--- src/rtl/shared_pkg.sv ---
// rtl/shared_pkg.sv - shared types and constants for the SPI-RAM initiator
package shared_pkg;

  localparam int FRAME_BITS = 10;
  localparam int DATA_BITS  = 8;

  typedef enum logic [1:0] {
    WR_ADDR = 2'b00,
    WR_DATA = 2'b01,
    RD_ADDR = 2'b10,
    RD_DATA = 2'b11
  } spi_cmd_e;

  localparam logic SLAVE_SELECTED   = 1'b0;
  localparam logic SLAVE_DESELECTED = 1'b1;

  typedef enum logic [2:0] {
    ST_IDLE,
    ST_START,
    ST_SEND,
    ST_WAIT,
    ST_RECV,
    ST_END
  } master_state_e;

endpackage

--- src/rtl/spi_master_shifter.sv ---
// rtl/spi_master_shifter.sv - 10-bit parallel-load TX shifter and MISO receive shifter
import shared_pkg::*;

module spi_master_shifter (
  input  logic                  clk,
  input  logic                  rst,
  input  logic                  load,
  input  logic [FRAME_BITS-1:0] load_frame,
  input  logic                  shift_tx,
  input  logic                  shift_rx,
  input  logic                  miso_bit,
  output logic                  tx_msb,
  output logic [DATA_BITS-1:0]  rx_byte
);

  logic [FRAME_BITS-1:0] tx;
  // Only the first seven received bits need storage; the eighth is taken
  // straight from MISO in the cycle the byte completes.
  logic [DATA_BITS-2:0]  rx;

  // TX register: loaded at accept, shifted left MSB-first while sending
  always_ff @(posedge clk or posedge rst) begin
    if (rst) begin
      tx <= '0;
    end else if (load) begin
      tx <= load_frame;
    end else if (shift_tx) begin
      tx <= {tx[FRAME_BITS-2:0], 1'b0};
    end
  end

  // RX register: collects MISO MSB-first during the receive window
  always_ff @(posedge clk or posedge rst) begin
    if (rst) begin
      rx <= '0;
    end else if (shift_rx) begin
      rx <= {rx[DATA_BITS-3:0], miso_bit};
    end
  end

  assign tx_msb  = tx[FRAME_BITS-1];
  assign rx_byte = {rx, miso_bit};

endmodule

--- src/rtl/spi_ram_master.sv ---
// rtl/spi_ram_master.sv - SPI initiator turning command requests into SS_n/MOSI frames
import shared_pkg::*;

module spi_ram_master #(
  parameter int MISO_DELAY = 2,
  parameter int GAP_CYCLES = 1
) (
  input  logic       clk,
  input  logic       rst,
  input  logic       req_valid,
  output logic       req_ready,
  input  logic [1:0] req_cmd,
  input  logic [7:0] req_data,
  output logic       rsp_valid,
  output logic [7:0] rsp_data,
  output logic       busy,
  output logic       SS_n,
  output logic       MOSI,
  input  logic       MISO
);

  localparam logic [3:0] SEND_LAST = 4'(FRAME_BITS);
  localparam logic [3:0] RECV_LAST = 4'(DATA_BITS - 1);
  localparam logic [3:0] WAIT_LAST = 4'(MISO_DELAY - 1);
  localparam logic [3:0] GAP_LAST  = 4'(GAP_CYCLES - 1);

  master_state_e         state;
  logic [3:0]            cnt;
  logic                  is_read;
  logic                  accept;
  logic                  req_is_read;
  logic [FRAME_BITS-1:0] frame_in;
  logic                  tx_msb;
  logic [DATA_BITS-1:0]  rx_byte;

  assign accept      = (state == ST_IDLE) && req_ready && req_valid;
  assign req_is_read = (spi_cmd_e'(req_cmd) == RD_DATA);
  assign frame_in    = {req_cmd, req_is_read ? 8'h00 : req_data};

  spi_master_shifter u_shifter (
    .clk        (clk),
    .rst        (rst),
    .load       (accept),
    .load_frame (frame_in),
    .shift_tx   ((state == ST_SEND) && (cnt != SEND_LAST)),
    .shift_rx   (state == ST_RECV),
    .miso_bit   (MISO),
    .tx_msb     (tx_msb),
    .rx_byte    (rx_byte)
  );

  // Frame sequencer: IDLE, lead cycle, 11 send cycles, optional read window, deselect gap
  always_ff @(posedge clk or posedge rst) begin
    if (rst) begin
      state     <= ST_IDLE;
      cnt       <= '0;
      is_read   <= 1'b0;
      req_ready <= 1'b0;
      busy      <= 1'b0;
      rsp_valid <= 1'b0;
      rsp_data  <= '0;
      SS_n      <= SLAVE_DESELECTED;
      MOSI      <= 1'b0;
    end else begin
      rsp_valid <= 1'b0;
      case (state)
        ST_IDLE: begin
          if (accept) begin
            state     <= ST_START;
            is_read   <= req_is_read;
            req_ready <= 1'b0;
            busy      <= 1'b1;
            SS_n      <= SLAVE_SELECTED;
            MOSI      <= 1'b0;
          end else begin
            req_ready <= 1'b1;
          end
        end
        ST_START: begin
          // First send cycle repeats frame[9] as the slave's path-select bit
          state <= ST_SEND;
          cnt   <= '0;
          MOSI  <= tx_msb;
        end
        ST_SEND: begin
          if (cnt == SEND_LAST) begin
            cnt  <= '0;
            MOSI <= 1'b0;
            if (!is_read) begin
              state <= ST_END;
              SS_n  <= SLAVE_DESELECTED;
            end else if (MISO_DELAY == 0) begin
              state <= ST_RECV;
            end else begin
              state <= ST_WAIT;
            end
          end else begin
            cnt  <= cnt + 4'd1;
            MOSI <= tx_msb;
          end
        end
        ST_WAIT: begin
          if (cnt == WAIT_LAST) begin
            state <= ST_RECV;
            cnt   <= '0;
          end else begin
            cnt <= cnt + 4'd1;
          end
        end
        ST_RECV: begin
          if (cnt == RECV_LAST) begin
            state     <= ST_END;
            cnt       <= '0;
            SS_n      <= SLAVE_DESELECTED;
            rsp_valid <= 1'b1;
            rsp_data  <= rx_byte;
          end else begin
            cnt <= cnt + 4'd1;
          end
        end
        ST_END: begin
          if (cnt == GAP_LAST) begin
            state     <= ST_IDLE;
            cnt       <= '0;
            req_ready <= 1'b1;
            busy      <= 1'b0;
          end else begin
            cnt <= cnt + 4'd1;
          end
        end
        default: begin
          state <= ST_IDLE;
          cnt   <= '0;
        end
      endcase
    end
  end

endmodule

--- config.mk ---
export PLATFORM = sky130hd
export DESIGN_NAME = spi_ram_master
export DESIGN_NICKNAME = d
export VERILOG_FILES = /design/src/rtl/shared_pkg.sv /design/src/rtl/spi_master_shifter.sv /design/src/rtl/spi_ram_master.sv
export SDC_FILE = /design/constraint.sdc
export NUM_CORES = 1
export LEC_CHECK = 0
export CAP_MARGIN = 20
export CORE_MARGIN = 3
export CORE_UTILIZATION = 50
export DETAILED_ROUTE_END_ITERATION = 12
export PLACE_DENSITY = 0.8
export SYNTH_ARGS = -nofsm -noshare
export SYNTH_HDL_FRONTEND = slang
export SYNTH_SLANG_ARGS = --single-unit
export TNS_END_PERCENT = 30
--- constraint.sdc ---
create_clock -name clk -period 3.1 [get_ports clk]
set_clock_uncertainty 0.05 [all_clocks]
set_input_delay 0.465 -clock clk [delete_from_list [all_inputs] [get_ports clk]]
set_output_delay 0.465 -clock clk [all_outputs]
set_load 0.05 [all_outputs]
==> reports/metrics.cfg <==
[outcome]
status=completed

[place]
hpwl_um=2590
gp_congestion=0.846
portBuffers=26
placed_cells=233

[sta]
final.setup.tns_ps=0
hold_violations=0
rsz0062_at_grt=false
setup_violations=0
worstMarginPinSlew_ps=762
drv_slew=0
fmax_mhz=415
hold_slack_ps=433
period_needed_ps=2410
slew_headroom_pct=49.1
post-route-period-util_pct=77.8

[clocking]
cts_hold_buf=0
root_buffer=clkbuf_8
clock_path_buffers=2
cts_htree_levels=2
cts_resized=0
cts.sinks=38
clkTransAtPathRegs_ps=70
cts_tree=done
clk-insertion-delay-late_ps=290
cts_inserted_buffers=5
cts_setup_buffers=0

[final_layout]
area_delta_synth_final_pct=20.1
drive_above_1_share_pct=6.15
num_antenna_cells=0
nNetsFinal=212
fin_cells=241

[worst_setup_path]
cp_max_fo=17
r2r_cells=3
worstReg2RegStart=state[2]
cp.arrival_ps=2540
crit_end=rsp_data[1]
required_ps=3220
cp-start-kind=flop
r2r-end=rsp_data[1]
critPathKind=flop to flop
rrSetupSlack_ps=690
cp-end-kind=flop
crit_path_start=state[2]

[floorplanning]
die_w_um=66.6
core_area_mm2=0.00344
die_h_um=66.6
rows=21
die-area_mm2=0.00444
start_util_pct=53.4
io_pins=27

[drt]
drtIter0Drc=70
wl_per_cell_um=14.7
ant_nets=0
vias=1367
vias_per_cell=5.67
drc_errors=0
drt_first_pass_iters=5
routed_wl_um=3550

[global_route]
grt_max_degree=20
grt_overflow=0
antenna_found_initial=0
grtUsageTotal_pct=19.2
grt_pass1_vias=1384
grt_pass1_wl_um=6230

[job]
maxCapViolCount=0

[logic_synthesis]
ys_seq_area_share_pct=51.8
syn_area_mm2=0.00184
ys_ff_latch=38
synth_ff_type=dfrtp_1
ys_types=42
synth-edff-count=0
syn_area_per_cell_um2=10.9
synth_cells=168
synth.net_count=186
async_reset_ff_share_pct=100
ys_warn_count=0

[power_and_ir_drop]
leakage_nw=0.949
powerDensity_mw_per_mm2=942
ir_drop_mv=0.474

[worst_hold_path]
holdCritPathClass=flop to flop

-- power by group --
part / switching, W / total (W) / internal, W
Sequential: 0.000184 / 0.000875 / 0.000692
Clock: 0.000160 / 0.000341 / 0.000181
Combinational: 0.000481 / 0.000863 / 0.000382
-- cells in the mapped netlist, drive strengths merged (4+ instances only) --
library cell,instances,share of area [%]
dfrtp,37,50
nand2,20,4.1
mux2,15,9.2
o21ai,12,3.3
nor2,9,1.8
a21oi,7,1.9
a2bb2oi,7,3.3
buf,6,2.2
inv,5,1.0
ha,4,2.7
-- stage by stage --
step | utilization [%] | total power (W) | setup slack [ps] | cell area [µm²]
final | 64.2 | 0.00208 | 688 | 2210
after global routing | 64.2 | 0.00223 | 510 | 2210
after CTS | 64.2 | 0.00210 | 647 | 2210
after floorplan | - | 0.00153 | 1250 | 1840
after global placement | 61.5 | 0.00169 | 824 | 2120
after detailed placement | 61.5 | 0.00174 | 650 | 2120
-- layout make-up --
class,count,area [µm²]
flip-flops and latches,38,952
multi-input cells,116,815
repair buffers,28,275
fillers,296,1230
clock buffers,8,90.1
inverters,5,18.8
well taps,46,57.6
-- placed cells by master (no fill, tap or decap), types with 3 or more instances in the layout --
master	count
nand2b_1	3
clkdlybuf4s50_1	26
nor3_1	3
nor2_1	9
o21ai_1	11
a2bb2oi_1	7
o21a_1	3
or3_1	3
inv_1	4
mux2_1	15
ha_1	4
dfrtp_1	37
a21oi_1	7
nand2_1	20
clkbuf_8	6
-- registers in the layout, indices dropped and copies added, names as in the netlist --
signal        count
u_shifter.tx     10
rsp_valid         1
rsp_data          8
req_ready         1
busy              1
is_read           1
u_shifter.rx      7
SS_n              1
MOSI              1
cnt               4
state             3
-- kinds of logic (layout without fill, tap and decap cells) --
family                     after synthesis  count (layout)  synth area share [%]
adders and majority gates                4               4                  2.72
buffers and inverters                   14              41                  3.88
AOI/OAI and AO/OA                       44              44                  17.3
DFF                                     38              38                  51.8
and+or+nand+nor                         49              49                  13.1
muxes                                   17              17                  10.3
xor gates and xnor gates                 2               2                 0.953
-- worst min-delay path by stage --
stage          cells past startpoint               to            start
6_report                           1      rsp_data[5]      rsp_data[5]
5_1_grt                            1      rsp_data[3]      rsp_data[3]
4_1_cts                            1      rsp_data[4]      rsp_data[4]
3_5_place_dp                       1      rsp_data[4]      rsp_data[4]
3_3_place_gp                       1      rsp_data[5]      rsp_data[5]
2_1_floorplan                      1  u_shifter.rx[6]  u_shifter.rx[6]
-- metal layers --
metal	share of wire (%)	vias to the layer above	global-route usage [%]	wire length, µm
li1	-	656	-	-
met1	42	675	22.9	1480
met2	51	29	30.8	1820
met3	4.6	7	5.40	164
met4	2.4	0	10.9	84
met5	0	-	0	0
-- worst max-delay path, stage by stage (launching register included) --
cell	delay [ps]
dfrtp_1	620
or3b_1	580
nor2b_1	670
mux2_1	390
Power figures use the tool's default switching activity.
==> patch, RTL diff (same flow settings) <==
The 6 states of `master_state_e` get a Gray code encoding in 3 bits.
--- a/src/rtl/shared_pkg.sv
+++ b/src/rtl/shared_pkg.sv
@@ -15,12 +15,12 @@
   localparam logic SLAVE_DESELECTED = 1'b1;
 
   typedef enum logic [2:0] {
-    ST_IDLE,
-    ST_START,
-    ST_SEND,
-    ST_WAIT,
-    ST_RECV,
-    ST_END
+    ST_IDLE  = 3'b000,
+    ST_START = 3'b001,
+    ST_SEND  = 3'b011,
+    ST_WAIT  = 3'b010,
+    ST_RECV  = 3'b110,
+    ST_END   = 3'b111
   } master_state_e;
 
 endpackage
Behaviour: same outputs for any inputs over 10 cycles, from zero or initial values and one cycle with rst high; not proved beyond that.
==> patch against the original RTL <==
Sequential cell count unchanged. Area after synthesis shrank 1.6%. Routed wire length increased by 1.2%. Power decreased by 1.0%. Final cell count is 3.3% lower. Global-route usage is 0.50 points lower. Worst setup slack gained 0.20 ns. Final area shrank 3.1%. Critical path type is now flip-flop to output port. Critical endpoint is now SS_n. Largest cell class unchanged.
==> patch: results (changes against the original RTL) <==
Crit Reg-Reg Endpoint -> rsp_data[0]
CP max-delay cell -> clkdlybuf4s50_1
Synth area leaders -> dfrtp_1, mux2_2, o21ai_0
Ys Warns -> 0 (unchanged)
CTS resizes -> 0 (unchanged)
Area grow syn2layout -> 18.3%
Reg2reg start -> state[1]
Internal cell power -> 1.22 mW (-3.1%)
Routability cong. -> 0.856 (+1.2%)
Layout cells sized above 1 -> 15.0% (+8.8 points)
Most flops, register -> u_shifter.tx
First-pass GRT wire length -> 6050 um (-2.9%)
Fillers -> 286 (-3.4%)
CTS clk-pin slew, worst paths -> 0.12 ns (+0.05 ns)
Initial antenna violation count -> 0 (unchanged)
Largest registers -> u_shifter.tx: 10 flops, rsp_data: 8 flops, u_shifter.rx: 7 flops
CTS max path bufs -> 2 (unchanged)
Hold Path Cell Cnt -> 1 (unchanged)
DR WL/cell -> 15.4 um (+4.6%)
Postcts setup bufs -> 0 (unchanged)
Final hold slack -> 0.451 ns (+0.0174 ns)
Top FF cell, synth -> dfrtp_1
Peak VDD IR -> 469 uV (-1.1%)
Synth cell count leaders -> dfrtp_1, nand2_1, mux2_2, o21ai_0, nor2_1
Total routed wirelength -> 3590 um (+1.2%)
CP delay by family, top -> buffers and inverters
Min-delay src -> busy
Root Driver -> clkbuf_4
Nets -> 204 (-3.8%)
Outcome -> finished clean
Cell Area, Placed -> 2080 um^2 (-1.8%)
Worst path arrival time -> 1.70 ns (-0.84 ns)
DRT iter0 DRCs -> 43 (-39%)
Inst Count DP -> 225 (-3.4%)
Skew-Pair Late Insertion Delay -> 0.35 ns (+0.06 ns)
Synth unique cells -> 42 (unchanged)
Vias/cell -> 5.67 (about the same)
Total GRT Usage -> 18.7% (-0.50 points)
Final HPWL DP -> 2630 um (+1.4%)
Post-synthesis cell count -> 161 (-4.2%)
Drt first pass iters -> 4 (-1)
Static leakage -> 0.923 nW (-2.7%)
Largest net degree at the start of global routing -> 39 (+95%)
Worst Hold Endpoint -> busy
R2r setup slk -> 1.01 ns (+0.32 ns)
Least-Margin Pin Slew -> 0.609 ns (-0.153 ns)
Syn nets -> 179 (-3.8%)
Slowest Stage Delay on Critical Path -> 0.80 ns (+0.13 ns)
Vias in the first global route -> 1328 (-4.0%)
CTS Buf Count -> 5 (unchanged)
Seq/Total Area, Yosys -> 52.6% (+0.82 points)
H-tree depth -> 2 (unchanged)
Critical path fanouts, max -> 2 (-15)
Synth async-reset ratio -> 100% (unchanged)
Worst hold path class -> flip-flop to flip-flop
## patch: cells by family (layout without fill, tap and decap cells)
family / Yosys count / after routing / synth area share (%)
simple gates: 48 / 48 / 14.2
compound gates: 38 / 38 / 15.2
flops: 38 / 38 / 52.6
mux: 17 / 17 / 10.4
buf+inv: 15 / 41 / 4.29
fa+ha+maj: 4 / 4 / 2.77
xor+xnor: 1 / 1 / 0.484
## patch: worst reg2reg max path, delay by kind of cell, from the launching register on
family	cells	cell delay, ns
DFF	1	0.57
and+or+nand+nor	2	0.96
muxes	1	0.39
## patch: how the worst max path moves through the flow
stage / start / endpoint / slack [ns] / depth (start not counted)
after global placement: state[0] / rsp_data[5] / 1.14 / 3
after CTS: SS_n / SS_n / 0.87 / 1
after global routing: SS_n / SS_n / 0.84 / 1
after floorplan: state[0] / rsp_data[0] / 1.41 / 5
final: SS_n / SS_n / 0.89 / 1
after detailed placement: state[0] / rsp_data[0] / 1.03 / 3
## patch: metal layers
layer | vias to the layer above | GRT usage (%) | wire [um]
li1 | 622 | - | -
met1 | 652 | 23.7 | 1560
met2 | 41 | 29.5 | 1780
met3 | 7 | 5.27 | 176
met4 | 0 | 8.38 | 69
met5 | - | 0 | 0
## patch: final cells by class
cell class / instances / area share (%)
well taps: 46 / 2.69
inverters: 6 / 1.05
clock buffers: 7 / 2.57
repair buffers: 27 / 12.5
flip-flops and latches: 38 / 44.5
clock inverters: 1 / 0.234
multi-input cells: 108 / 36.4
## patch: power groups by stage
stage	clock network, mW	registers, mW	logic [mW]
after floorplan	0	0.946	0.632
after global placement	0	0.885	0.859
after detailed placement	0	0.903	0.896
after CTS	0.280	0.894	0.898
after global routing	0.301	0.928	0.976
final	0.269	0.896	0.894
